## src/rtl/wrr_arbiter_param.sv

```systemverilog
// Weighted round-robin arbiter for the QoS PCIe path.
// Pops one of NUM_CH class FIFOs per cycle according to runtime weights,
// with an optional strict-priority mode. It also decodes the class field of
// incoming words into per-FIFO push strobes.
module wrr_arbiter_param #(
    parameter int NUM_CH       = 4,
    parameter int WEIGHT_W     = 3,
    parameter int DATA_W       = 12,
    parameter int CLASS_LSB    = 8,
    parameter int CLASS_W      = 2,
    parameter int GLOBAL_STALL = 1,
    localparam int GID_W       = (NUM_CH > 1) ? $clog2(NUM_CH) : 1
) (
    input  logic                       clk,
    input  logic                       reset,
    input  logic                       prio_mode,
    input  logic [NUM_CH*WEIGHT_W-1:0] weights,
    input  logic [NUM_CH-1:0]          empty_fifo,
    input  logic [NUM_CH-1:0]          almost_full_fifo,
    input  logic [DATA_W-1:0]          data_in,
    input  logic                       data_valid,
    output logic [NUM_CH-1:0]          pop,
    output logic [NUM_CH-1:0]          push,
    output logic [GID_W-1:0]           grant_id,
    output logic                       grant_valid,
    output logic                       round_done,
    output logic                       class_err
);

    logic [NUM_CH-1:0][WEIGHT_W-1:0] weight;
    logic [NUM_CH-1:0][WEIGHT_W-1:0] credit;
    logic [NUM_CH-1:0][WEIGHT_W-1:0] credit_next;
    logic [NUM_CH-1:0]               stall;
    logic [NUM_CH-1:0]               cand;
    logic [NUM_CH-1:0]               elig;
    logic [GID_W-1:0]                cand_idx;
    logic [GID_W-1:0]                elig_idx;
    logic                            reload;
    logic [31:0]                     cls_ext;
    logic                            class_bad;
    logic                            unused_data;

    assign weight = weights;

    // Only the class field of data_in steers the design; the payload bits pass
    // through the FIFOs elsewhere and are folded here so they count as read.
    assign unused_data = ^data_in;

    // Stall and eligibility: a channel is a candidate when it has data, is not
    // blocked and has a non-zero weight; it is eligible while credit remains.
    always_comb begin
        stall = (GLOBAL_STALL != 0) ? {NUM_CH{|almost_full_fifo}} : almost_full_fifo;
        cand  = '0;
        elig  = '0;
        for (int i = 0; i < NUM_CH; i++) begin
            cand[i] = !empty_fifo[i] && !stall[i] && (weight[i] != '0);
            elig[i] = cand[i] && (credit[i] < weight[i]);
        end
    end

    // Lowest-index selection among candidates and among eligible channels.
    always_comb begin
        cand_idx = '0;
        elig_idx = '0;
        for (int i = NUM_CH - 1; i >= 0; i--) begin
            if (cand[i]) cand_idx = GID_W'(i);
            if (elig[i]) elig_idx = GID_W'(i);
        end
    end

    // Grant decision and next credits: a normal grant when someone is eligible,
    // otherwise a reload that grants immediately so no bubble cycle appears.
    always_comb begin
        pop         = '0;
        grant_id    = '0;
        credit_next = credit;
        reload      = 1'b0;
        if (!reset) begin
            if (prio_mode) begin
                if (|cand) begin
                    pop[cand_idx] = 1'b1;
                    grant_id      = cand_idx;
                end
            end else if (|elig) begin
                pop[elig_idx]         = 1'b1;
                grant_id              = elig_idx;
                credit_next[elig_idx] = credit[elig_idx] + 1'b1;
            end else if (|cand) begin
                pop[cand_idx]         = 1'b1;
                grant_id              = cand_idx;
                credit_next           = '0;
                credit_next[cand_idx] = WEIGHT_W'(1);
                reload                = 1'b1;
            end
        end
    end

    assign grant_valid = |pop;

    // Push decode: the class field selects the destination FIFO unless that
    // FIFO is stalled; out-of-range classes raise a class error instead.
    always_comb begin
        cls_ext   = 32'(data_in[CLASS_LSB +: CLASS_W]);
        class_bad = data_valid && (cls_ext >= NUM_CH);
        push      = '0;
        for (int i = 0; i < NUM_CH; i++) begin
            push[i] = !reset && data_valid && (cls_ext == i) && !stall[i];
        end
    end

    // Credit state and the two one-cycle status pulses.
    always_ff @(posedge clk) begin
        if (reset) begin
            credit     <= '0;
            round_done <= 1'b0;
            class_err  <= 1'b0;
        end else begin
            credit     <= credit_next;
            round_done <= reload;
            class_err  <= class_bad;
        end
    end

endmodule

```

## config.mk

```make
export PLATFORM = sky130hd
export DESIGN_NAME = wrr_arbiter_param
export DESIGN_NICKNAME = d
export VERILOG_FILES = /design/src/rtl/wrr_arbiter_param.sv
export SDC_FILE = /design/constraint.sdc
export NUM_CORES = 1
export LEC_CHECK = 0
export ABC_AREA = 1
export ABC_CLOCK_PERIOD_IN_PS = 3140
export CAP_MARGIN = 0
export CORE_MARGIN = 5
export CORE_UTILIZATION = 48
export DETAILED_ROUTE_END_ITERATION = 8
export PLACE_DENSITY = 0.86
export SLEW_MARGIN = 30
export SYNTH_ARGS = -nofsm -noshare
export SYNTH_HDL_FRONTEND = slang
export SYNTH_SLANG_ARGS = --single-unit
export TNS_END_PERCENT = 30
```

## constraint.sdc

```tcl
create_clock -name clk -period 3.14 [get_ports clk]
set_clock_uncertainty 0.1 [all_clocks]
set_input_delay 0.314 -clock clk [delete_from_list [all_inputs] [get_ports clk]]
set_output_delay 0.314 -clock clk [all_outputs]
set_load 0.01 [all_outputs]
```

==> results_dict.tcl <==
set metrics [dict create \
    drv_slew 0 \
    syn_to_final_growth_pct 39.4 \
    synth-edff-count 0 \
    io_buffers 37 \
    critPathMaxStageDelay_ns 0.49 \
    post_drt_wl_per_cell_um 11.5 \
    fin_util_pct 68.1 \
    routed_wl_mm 3.42 \
    fin_setup_tns_ns 0 \
    coreArea_mm2 0.00271 \
    die_x_um 62.5 \
    leakage_nw 0.999 \
    htreeDepth 1 \
    holdBufCountCts 0 \
    grt_overflow 0 \
    worst_slack_ns 0.308 \
    drt_iter0_markers 81 \
    synth_cell_type_count 27 \
    crit_fanout 5 \
    synth_ff_type "dfxtp_1" \
    ys_ff_latch 13 \
    crit_required_ns 2.73 \
    start_kind "primary input" \
    grt_max_degree 15 \
    drive_above_1_share_pct 17.6 \
    max_cap_viol_count 0 \
    cts_setup_buffers 0 \
    rows 19 \
    min_period_ns 2.83 \
    synthArstFlopShare_pct 0 \
    start_util_pct 48.9 \
    status "finished, final reports clean" \
    setup_viol 0 \
    via_per_inst 5.12 \
    syn_inst 219 \
    num_vias 1527 \
    peakVddDrop_mv 0.193 \
    postRouteAntennaNets 0 \
    cts_sinks 13 \
    yosys.area.top_type_share_pct 19.6 \
    hold_class "flip-flop to flip-flop" \
    diodes 0 \
    antenna_found_initial 0 \
    fp.dieH_um 62.5 \
    synth_area_per_cell_um2 6.05 \
    nFillCells 249 \
    final_hold_viol_count 0 \
    synth_area_leaders "dfxtp_1 20%, nand2_1 16%, inv_1 11%, ha_1 8.5%, a21oi_1 6.8%" \
    arrival_ns 2.42 \
    yosys_warnings 0 \
    first_global_vias 1434 \
    syn_area_mm2 0.00133 \
    dieArea_mm2 0.00391 \
    post-place-ws_ns -0.0234 \
    cts_buffers 3 \
    nets 313 \
    path_buf_inv 4 \
    clock_path_buffers 2 \
    path_cells "clkdlybuf4s50_1, inv_1, ha_1, nand2_1, nand2_1, nor2_2, nand2_2, nand2_4, nor2_4, nor2_2, inv_2, a31oi_1, o21ai_0, dlygate4sd2_1" \
    cts_tree "done" \
    synth_top_cell_by_area "dfxtp_1" \
    clk_pin_slew_worst_paths_ns 0.08 \
    syn-num-nets 264 \
    fmax_mhz 353 \
    seq_area_frac_synth_pct 19.6 \
    rsz0062_at_grt "false" \
    min_period_over_period_pct 90.2 \
    clk_latency_ns 0.29 \
    path_delay_family "buffers and inverters" \
    power.density_mw_per_mm2 210 \
    grt_pass1_wl_mm 6.02 \
    end_kind "output pin" \
    io_pins 49 \
    gp_congestion 0.878 \
    slowest_stage "clkdlybuf4s50_1" \
    grtUsageTotal_pct 18.3 \
    dp_hpwl_mm 2.90 \
    path_class "primary input to output pin" \
    dr.pass1.iters 7 \
    drc_errors 0 \
    root_buffer "clkbuf_4" \
]
==> synth_stat cells, drive strengths merged (2+ instances only) <==
cell    count
nand2      64
inv        44
nor2       24
nand3      21
a21oi      18
dfxtp      13
ha          9
nor3        6
o21ai       5
nor4        4
a31oi       2
nand3b      2
o211ai      2
==> sequential cells by signal, indices dropped and copies added, names as in the netlist <==
| register | count |
|---|---|
| credit | 12 |
| round_done | 1 |
==> logic make-up after synthesis <==
kind of cell / count (synthesis) / share of synthesized area (%)
AO/OA/AOI/OAI: 29 / 12.4
adder cells (fa/ha/maj): 9 / 8.50
buffers and inverters: 46 / 13.3
flip-flops: 13 / 19.6
other: 1 / 0.283
AND/OR/NAND/NOR: 121 / 45.9
==> cell type report <==
class | instances | area [um^2] | share of cell area (%)
Multi-Input combinational cell | 160 | 905 | 49.0
Timing Repair Buffer | 46 | 452 | 24.5
Inverter | 44 | 165 | 8.94
Sequential cell | 13 | 260 | 14.1
Tap cell | 31 | 38.8 | 2.10
Clock buffer | 4 | 26.3 | 1.42
==> repair_timing <==
item | in CTS | in global routing
gates cloned | 0 | 0
pin swaps | 0 | 1
gates resized for setup | 2 | 10
endpoints found under the setup margin | 1 | 6
==> report_power, final <==
| group | total [W] | internal (W) | switching, W |
|---|---|---|---|
| combinational | 0.000110 | 0.0000547 | 0.0000557 |
| clock | 0.000110 | 0.0000495 | 0.0000604 |
| sequential | 0.000168 | 0.000167 | 0.00000112 |
| total | 0.000388 | 0.000271 | 0.000117 |
==> per-stage QoR <==
step / instance area [um^2] / std cells / total power, W / hold slack, ns
final: 1850 / 298 / 0.000388 / 0.389
after global routing: 1850 / 298 / 0.000411 / 0.410
after CTS: 1820 / 298 / 0.000388 / 0.391
after detailed placement: 1790 / 294 / 0.000281 / 0.379
after global placement: 1790 / 294 / 0.000280 / 0.371
after floorplan: 1330 / 219 / 0.000224 / 0.290
==> cells in the final DEF, fill, tap and decap left out, types with 4 or more instances in the layout <==
cell type / Yosys / routed
nand2_1: 56 / 54
inv_1: 38 / 38
clkdlybuf4s50_1: 0 / 30
nand3_1: 18 / 18
a21oi_1: 18 / 17
dfxtp_1: 13 / 13
nor2_1: 13 / 12
nand2_2: 7 / 9
ha_1: 9 / 9
buf_4: 1 / 9
nor2_4: 6 / 6
nor2_2: 5 / 6
inv_2: 6 / 6
dlymetal6s2s_1: 0 / 6
nor3_1: 5 / 4
o21ai_1: 4 / 4
nor4_1: 4 / 4
==> routing by layer <==
layer / up-vias / GRT usage, % / wire [um]
li1: 796 / - / -
met1: 666 / 22.0 / 1570
met2: 60 / 31.6 / 1580
met3: 5 / 3.96 / 237
met4: 0 / 6.90 / 27
met5: - / 0 / 0
==> final timing paths <==
path | from | to | slack, ns | cells past startpoint
setup / recovery | weights[2] | grant_id[0] | 0.31 | 14
hold / removal | credit[8]$_SDFFE_PP0P_ | credit[8]$_SDFFE_PP0P_ | 0.39 | 2
setup reg to reg | credit[2]$_SDFFE_PP0P_ | credit[2]$_SDFFE_PP0P_ | 0.65 | 16
hold reg to reg | credit[8]$_SDFFE_PP0P_ | credit[8]$_SDFFE_PP0P_ | 0.39 | 2
==> tightest hold or removal path: cells and delay by family (launching register included) <==
| kind | cells | cell delay (ns) |
|---|---|---|
| DFF | 1 | 0.33 |
| and+or+nand+nor | 1 | 0.06 |
| AOI/OAI and AO/OA | 1 | 0.05 |
Power figures use the tool's default switching activity.
